### config.mk
export PLATFORM = sky130hd
export DESIGN_NAME = pwm_ramp_bank_flat
export DESIGN_NICKNAME = d
export VERILOG_FILES = /design/src/rtl/pwm_pkg.sv /design/src/rtl/pwm_ramp_bank_if.sv /design/src/rtl/pwm_ramp_channel.sv /design/src/rtl/pwm_ramp_bank.sv /design/src/flat_wrapper.sv
export SDC_FILE = /design/constraint.sdc
export NUM_CORES = 1
export LEC_CHECK = 0
export ABC_AREA = 1
export BUFFER_PORTS_ARGS = -buffer_cell sky130_fd_sc_hd__buf_2
export CELL_PAD_IN_SITES_DETAIL_PLACEMENT = 0
export CELL_PAD_IN_SITES_GLOBAL_PLACEMENT = 1
export CORE_ASPECT_RATIO = 0.6
export CORE_MARGIN = 10
export CORE_UTILIZATION = 45
export CTS_CLUSTER_DIAMETER = 120
export DETAILED_ROUTE_END_ITERATION = 6
export PLACE_DENSITY = 0.79
export SYNTH_ARGS = -nofsm -noshare
export SYNTH_HDL_FRONTEND = slang
export SYNTH_SLANG_ARGS = --single-unit
### constraint.sdc
create_clock -name clock -period 4.85 [get_ports clock]
set_clock_uncertainty 0.2 [all_clocks]
set_input_delay 0.2425 -clock clock [delete_from_list [all_inputs] [get_ports clock]]
set_output_delay 0.2425 -clock clock [all_outputs]
set_load 0.05 [all_outputs]
### src/rtl/pwm_pkg.sv
// Shared constants, channel state encoding and duty arithmetic helpers for the
// ramped multi-channel PWM bank.
package pwm_pkg;

  localparam int DEF_CHANNELS      = 4;
  localparam int DEF_BITS          = 10;
  localparam int DEF_MAX_VALUE     = 1000;
  localparam int DEF_PRESCALE      = 250;
  localparam int DEF_PRESCALE_BITS = 8;
  localparam int DEF_RAMP_STEP     = 8;

  typedef enum logic [1:0] {
    SETTLED   = 2'd0,
    RAMP_UP   = 2'd1,
    RAMP_DOWN = 2'd2
  } chan_state_e;

  // Saturate a requested target at the period length instead of letting it wrap.
  function automatic int clamp_target(input int value, input int max_value);
    return (value > max_value) ? max_value : value;
  endfunction

  // One slew-limited move from duty toward target; lands exactly on target when close.
  function automatic int ramp_toward(input int duty, input int target, input int step);
    if (target > duty)
      return ((target - duty) > step) ? duty + step : target;
    else
      return ((duty - target) > step) ? duty - step : target;
  endfunction

endpackage

### src/rtl/pwm_ramp_bank_if.sv
// Host-side bundle for the PWM bank: load strobe/mask/targets in, PWM outputs,
// applied duties and settled flags out.
interface pwm_ramp_bank_if #(
  parameter int CHANNELS = 4,
  parameter int BITS     = 10
);
  logic                     load;
  logic [CHANNELS-1:0]      load_mask;
  logic [CHANNELS*BITS-1:0] target;
  logic                     immediate;
  logic [CHANNELS-1:0]      signal;
  logic [CHANNELS*BITS-1:0] duty;
  logic [CHANNELS-1:0]      settled;

  modport master (output load, load_mask, target, immediate,
                  input  signal, duty, settled);
  modport slave  (input  load, load_mask, target, immediate,
                  output signal, duty, settled);
endinterface

### src/rtl/pwm_ramp_channel.sv
// One PWM channel: target/duty registers, slew state machine, phase comparator
// and registered output. Duty only moves on the shared period wrap.
module pwm_ramp_channel
  import pwm_pkg::*;
#(
  parameter int BITS         = DEF_BITS,
  parameter int MAX_VALUE    = DEF_MAX_VALUE,
  parameter int RAMP_STEP    = DEF_RAMP_STEP,
  parameter int PHASE_OFFSET = 0
) (
  input  logic            clock,
  input  logic            reset,
  input  logic            wrap_tick,
  input  logic            load_en,
  input  logic            immediate,
  input  logic [BITS-1:0] target_in,
  input  logic [BITS-1:0] counter,
  output logic            signal,
  output logic [BITS-1:0] duty,
  output logic            settled
);

  logic [BITS-1:0] target, target_nx, duty_nx, phase;
  logic [BITS:0]   phase_sum;
  logic            imm_pend, imm_pend_nx;
  chan_state_e     state, state_nx;

  function automatic chan_state_e dir_of(input logic [BITS-1:0] d, input logic [BITS-1:0] t);
    if (t == d)     return SETTLED;
    else if (t > d) return RAMP_UP;
    else            return RAMP_DOWN;
  endfunction

  assign phase_sum = {1'b0, counter} + (BITS+1)'(PHASE_OFFSET);
  assign phase     = (phase_sum >= (BITS+1)'(MAX_VALUE))
                   ? BITS'(phase_sum - (BITS+1)'(MAX_VALUE))
                   : phase_sum[BITS-1:0];

  // The wrap step is evaluated against the old target; a load in the same cycle
  // lands afterwards, so a coincident load only affects the following period.
  always_comb begin
    target_nx   = target;
    duty_nx     = duty;
    imm_pend_nx = imm_pend;
    state_nx    = state;
    if (wrap_tick) begin
      duty_nx     = imm_pend ? target
                             : BITS'(ramp_toward(int'(duty), int'(target), RAMP_STEP));
      imm_pend_nx = 1'b0;
      state_nx    = dir_of(duty_nx, target);
    end
    if (load_en) begin
      target_nx   = BITS'(clamp_target(int'(target_in), MAX_VALUE));
      imm_pend_nx = immediate;
      // A direction reversal while ramping is picked up at the next wrap.
      if (target_nx == duty_nx)
        state_nx = SETTLED;
      else if (state_nx == SETTLED)
        state_nx = dir_of(duty_nx, target_nx);
    end
  end

  always_ff @(posedge clock or posedge reset) begin
    if (reset) begin
      target   <= '0;
      duty     <= '0;
      imm_pend <= 1'b0;
      state    <= SETTLED;
      settled  <= 1'b1;
      signal   <= 1'b0;
    end else begin
      target   <= target_nx;
      duty     <= duty_nx;
      imm_pend <= imm_pend_nx;
      state    <= state_nx;
      settled  <= (state_nx == SETTLED);
      signal   <= (phase < duty);
    end
  end

endmodule

### src/rtl/pwm_ramp_bank.sv
// Multi-channel PWM bank with shared prescaler and period counter and per-channel
// ramped duty updates. Define PWM_PHASE_STAGGER_EN to spread channel turn-on phases.
module pwm_ramp_bank
  import pwm_pkg::*;
#(
  parameter int CHANNELS      = DEF_CHANNELS,
  parameter int BITS          = DEF_BITS,
  parameter int MAX_VALUE     = DEF_MAX_VALUE,
  parameter int PRESCALE      = DEF_PRESCALE,
  parameter int PRESCALE_BITS = DEF_PRESCALE_BITS,
  parameter int RAMP_STEP     = DEF_RAMP_STEP
) (
  input  logic            clock,
  input  logic            reset,
  pwm_ramp_bank_if.slave  bus
);

  logic [PRESCALE_BITS-1:0] prescale_count;
  logic [BITS-1:0]          counter;
  logic                     tick, wrap_tick;

  assign tick      = (prescale_count == PRESCALE_BITS'(PRESCALE - 1));
  assign wrap_tick = tick && (counter == BITS'(MAX_VALUE - 1));

  always_ff @(posedge clock or posedge reset) begin
    if (reset) begin
      prescale_count <= '0;
      counter        <= '0;
    end else begin
      prescale_count <= tick ? '0 : prescale_count + 1'b1;
      if (tick)
        counter <= wrap_tick ? '0 : counter + 1'b1;
    end
  end

  for (genvar i = 0; i < CHANNELS; i++) begin : g_chan
`ifdef PWM_PHASE_STAGGER_EN
    localparam int OFFSET = (i * (MAX_VALUE / CHANNELS)) % MAX_VALUE;
`else
    localparam int OFFSET = 0;
`endif
    pwm_ramp_channel #(
      .BITS         (BITS),
      .MAX_VALUE    (MAX_VALUE),
      .RAMP_STEP    (RAMP_STEP),
      .PHASE_OFFSET (OFFSET)
    ) u_chan (
      .clock     (clock),
      .reset     (reset),
      .wrap_tick (wrap_tick),
      .load_en   (bus.load && bus.load_mask[i]),
      .immediate (bus.immediate),
      .target_in (bus.target[i*BITS +: BITS]),
      .counter   (counter),
      .signal    (bus.signal[i]),
      .duty      (bus.duty[i*BITS +: BITS]),
      .settled   (bus.settled[i])
    );
  end

endmodule

### src/flat_wrapper.sv
// flat-port wrapper written by rule: the top's interface ports become plain ports
module pwm_ramp_bank_flat import pwm_pkg::*;
#(
  parameter int CHANNELS      = DEF_CHANNELS,
  parameter int BITS          = DEF_BITS,
  parameter int MAX_VALUE     = DEF_MAX_VALUE,
  parameter int PRESCALE      = DEF_PRESCALE,
  parameter int PRESCALE_BITS = DEF_PRESCALE_BITS,
  parameter int RAMP_STEP     = DEF_RAMP_STEP
)
  (clock, reset, bus_load, bus_load_mask, bus_target, bus_immediate, bus_signal, bus_duty, bus_settled);
  pwm_ramp_bank_if #(.CHANNELS(CHANNELS), .BITS(BITS)) bus_i ();
  input  logic clock;
  input  logic reset;
  input wire logic [$bits(bus_i.load)-1:0] bus_load;
  input wire logic [$bits(bus_i.load_mask)-1:0] bus_load_mask;
  input wire logic [$bits(bus_i.target)-1:0] bus_target;
  input wire logic [$bits(bus_i.immediate)-1:0] bus_immediate;
  output wire logic [$bits(bus_i.signal)-1:0] bus_signal;
  output wire logic [$bits(bus_i.duty)-1:0] bus_duty;
  output wire logic [$bits(bus_i.settled)-1:0] bus_settled;
  assign bus_i.load = bus_load;
  assign bus_i.load_mask = bus_load_mask;
  assign bus_i.target = bus_target;
  assign bus_i.immediate = bus_immediate;
  assign bus_signal = bus_i.signal;
  assign bus_duty = bus_i.duty;
  assign bus_settled = bus_i.settled;
  pwm_ramp_bank #(.CHANNELS(CHANNELS), .BITS(BITS), .MAX_VALUE(MAX_VALUE), .PRESCALE(PRESCALE), .PRESCALE_BITS(PRESCALE_BITS), .RAMP_STEP(RAMP_STEP)) u_core (.clock(clock), .reset(reset), .bus(bus_i));
endmodule
==> impl_metrics.json <==
{
  "run_status": "finished clean",
  "path_max_fanout": 11,
  "synth_ff_type": "sky130_fd_sc_hd__dfrtp_1",
  "share_seq_of_total_power_pct": 25.6,
  "place.detailed.hpwl_um": 44290,
  "synth_area_leaders": "sky130_fd_sc_hd__nand2_1 (20%), sky130_fd_sc_hd__dfrtp_1 (18%), sky130_fd_sc_hd__ha_1 (17%)",
  "grt_pass1_wl_um": 88950,
  "synth_fp_nets": 2780,
  "power_switching_share_pct": 42.60,
  "worst_pin_slew_ns": 0.8451,
  "ctsRootBufferMaster": "sky130_fd_sc_hd__clkbuf_16",
  "max-vdd-ir-drop_mv": 0.2716,
  "power.static_leakage_nw": 10.02,
  "syn_area_mm2": 0.01561,
  "area_growth_pct": 15.02,
  "grt_use_total_pct": 26.12,
  "final_total_power_w": 0.004421,
  "cell_internal_pwr_w": 0.002537,
  "maxCapViolCount": 0,
  "power_spent_charging_and_discharging_nets_w": 0.001883,
  "ff2ff_setup_slack_ns": 0.33,
  "synth_area_per_inst_um2": 6.201,
  "critical_path.startpoint_type": "register",
  "timing.critical_path.mode_cell": "sky130_fd_sc_hd__nand2_1",
  "end_kind": "register",
  "worst_setup_hold_path_clk_slew_ns": 0.06,
  "postPlaceCellArea_mm2": 0.01669,
  "final_nets": 2915,
  "required_ns": 5.04,
  "gp_congestion": 0.9741,
  "worst_hold_path_type": "input port to register",
  "die_height_um": 164.3,
  "yosys_warnings": 0,
  "clk-insertion-delay-late_ns": 0.46,
  "fin_area_mm2": 0.01796,
  "drive_above_1_share_pct": 12.00,
  "fin_crit_sh_pct": 93.16,
  "fp.dieW_um": 260.5,
  "post-synth-top-area-cell": "sky130_fd_sc_hd__nand2_1",
  "wl_per_cell_um": 17.92,
  "number_of_antenna_violations_at_the_first_check_in_global_routing": 1,
  "drt-initial-drc-count": 1785,
  "yosys_register_bits": 118,
  "firstDrtPassIters": 6,
  "synth_enable_flop_cells": 0,
  "cellPowerDensity_mw_per_mm2": 246.1,
  "postSynth.asyncResetShare_pct": 100.0,
  "comb_power_share_pct": 43.1,
  "start_util_pct": 45.98,
  "via_count_of_the_first_global_routing_pass": 15855,
  "post-route-min-period_ns": 4.518,
  "vias_per_cell": 5.467,
  "power.share.clock_pct": 31.4,
  "overall_via_count_from_detail_route": 17085,
  "grt-ovfl-total": 0,
  "synthCells": 2518,
  "post_synth_num_cell_types": 54,
  "setup_viol": 0,
  "die_area_mm2": 0.04280,
  "relSlewSlack_pct": 43.06,
  "max_clock_freq_ghz": 0.2213,
  "largest_stage_delay_on_the_critical_path_ns": 0.44,
  "route.detailed.drc": 0,
  "yosysSeqAreaShare_pct": 18.94,
  "crit_slowest_cell": "sky130_fd_sc_hd__dfrtp_1",
  "worst_path_arrival_ns": 4.70,
  "cts-root-to-sink-buffers": 2,
  "clkSinkCount": 118,
  "synth_top_area_share_pct": 20.00,
  "worst_hold_slack_ns": 0.04182,
  "floorplan.rows": 52,
  "boundaryPins": 96,
  "antenna_cells": 0,
  "cts-buffers-inserted": 17,
  "htree_num_levels": 4,
  "final-max-slew-violation-count": 0,
  "final_antenna_net_count": 0,
  "finalWirelength_um": 56010,
  "numPortBuffers": 95,
  "timing_hold_violations_final": 0,
  "critPathKind": "register to register",
  "fp.coreArea_mm2": 0.03396,
  "largest_net_degree_at_the_start_of_global_routing": 72,
  "cts_tree": "done"
}
[routing by layer]
| layer | vias up | share of wire (%) | track usage [%] |
|---|---|---|---|
| met5 | - | 0 | 0 |
| met4 | 0 | 1.9 | 6.212 |
| met3 | 72 | 9.0 | 5.824 |
| met2 | 711 | 39 | 36.71 |
| met1 | 7903 | 50 | 39.09 |
| li1 | 8399 | - | - |
[power groups by stage]
stage / sequential, W / combinational, W / clock (W)
floorplan: 0.00110 / 0.00134 / 0
global placement: 0.00114 / 0.00177 / 0
detailed placement: 0.00114 / 0.00179 / 0
CTS: 0.00112 / 0.00182 / 0.00140
global route: 0.00114 / 0.00216 / 0.00145
finish: 0.00113 / 0.00190 / 0.00139
[synthesized netlist by cell type (all sizes together) (5+ instances only)]
| cell | count |
|---|---|
| a21boi | 8 |
| a21o | 10 |
| a21oi | 90 |
| a31oi | 9 |
| buf | 48 |
| clkbuf | 50 |
| dfrtp | 114 |
| ha | 210 |
| inv | 357 |
| nand2 | 862 |
| nand3 | 373 |
| nand4 | 29 |
| nor2 | 105 |
| nor3 | 38 |
| nor4 | 6 |
| o211ai | 14 |
| o21ai | 84 |
| o21bai | 8 |
| o31ai | 9 |
| or2 | 6 |
| xnor2 | 5 |
| xor2 | 47 |
[cells by family after synthesis]
| logic type | Yosys count | synth area share, % |
|---|---|---|
| AND/OR/NAND/NOR | 1427 | 39.58 |
| adder cells (fa/ha/maj) | 214 | 17.34 |
| AO/OA/AOI/OAI | 248 | 9.223 |
| XOR/XNOR | 52 | 2.917 |
| flip-flops | 118 | 18.94 |
| buffers and inverters | 459 | 12.00 |
[state kept, by name, indices dropped and copies added (netlist names)]
signal	count
u_core.counter	10
u_core.g_chan.u_chan.duty	40
u_core.g_chan.u_chan.imm_pend	4
u_core.g_chan.u_chan.settled	4
u_core.g_chan.u_chan.signal	4
u_core.g_chan.u_chan.state	8
u_core.g_chan.u_chan.target	40
u_core.prescale_count	8
[what timing repair did]
| action | CTS | global route |
|---|---|---|
| setup buffers | 0 | 7 |
| hold buffers | 41 | 0 |
| gates resized for setup | 0 | 59 |
| endpoints found under the setup margin | 0 | 12 |
| endpoints found under the hold margin | 106 | 0 |
[critical path, delay by kind of cell, from the launching register on]
kind / cells / cell delay, ns
simple gates: 20 / 2.14
fa+ha+maj: 2 / 0.65
buf+inv: 5 / 0.51
compound gates: 3 / 0.51
flops: 1 / 0.44
[stage by stage]
stage | utilization (%) | worst slack [ns] | setup TNS [ns] | std cells
6_report | 52.88 | 0.3319 | 0 | 3125
5_1_grt | 52.88 | -0.009262 | -0.009262 | 3125
4_1_cts | 52.19 | 0.04247 | 0 | 3118
3_5_place_dp | 49.14 | 0.07389 | 0 | 3045
3_3_place_gp | 49.14 | 0.1053 | 0 | 3045
2_1_floorplan | - | 0.6339 | 0 | 2518
[cell usage in the layout, fill, tap and decap left out, types with 6 or more instances in the layout]
cell type and n:
sky130_fd_sc_hd__o21ai_0 77, sky130_fd_sc_hd__buf_2 95, sky130_fd_sc_hd__o21bai_1 8, sky130_fd_sc_hd__ha_1 196, sky130_fd_sc_hd__nor2_1 91, sky130_fd_sc_hd__a31oi_1 8, sky130_fd_sc_hd__inv_2 11, sky130_fd_sc_hd__o31ai_1 9
sky130_fd_sc_hd__or2_2 6, sky130_fd_sc_hd__o21ai_1 7, sky130_fd_sc_hd__nand2_2 26, sky130_fd_sc_hd__nor3_1 35, sky130_fd_sc_hd__a21oi_1 86, sky130_fd_sc_hd__nand2_4 8, sky130_fd_sc_hd__ha_2 12, sky130_fd_sc_hd__dfrtp_2 6
sky130_fd_sc_hd__inv_1 343, sky130_fd_sc_hd__clkbuf_16 17, sky130_fd_sc_hd__nand2_1 828, sky130_fd_sc_hd__nand4_1 27, sky130_fd_sc_hd__nor2_2 11, sky130_fd_sc_hd__xor2_1 47, sky130_fd_sc_hd__dlygate4sd3_1 41, sky130_fd_sc_hd__dfrtp_1 108
sky130_fd_sc_hd__nand3_1 368, sky130_fd_sc_hd__clkinvlp_4 7, sky130_fd_sc_hd__buf_4 78, sky130_fd_sc_hd__a21o_1 10, sky130_fd_sc_hd__o211ai_1 14
[path summary, 6_finish.rpt]
check                                                start                           endpoint  cells past startpoint
hold reg to reg                   u_core.prescale_count[0]           u_core.prescale_count[0]                      1
setup reg to reg           u_core.g_chan[2].u_chan.duty[8]    u_core.g_chan[2].u_chan.settled                     30
setup / recovery           u_core.g_chan[2].u_chan.duty[8]    u_core.g_chan[2].u_chan.settled                     30
min in group asynchronous                            reset    u_core.g_chan[2].u_chan.duty[0]                      3
max in group asynchronous                            reset  u_core.g_chan[1].u_chan.target[0]                      4
hold / removal                              bus_target[11]  u_core.g_chan[1].u_chan.target[1]                      5
[layout make-up]
cell class	count	area (um^2)
Clock buffer	19	452.9
Clock inverter	13	171.4
Fill cell	3528	16000
Inverter	361	1368
Multi-Input combinational cell	1941	10960
Sequential cell	118	2965
Tap cell	459	574.3
Timing Repair Buffer	214	1471
Note: power is estimated with default switching activity, not from simulation.
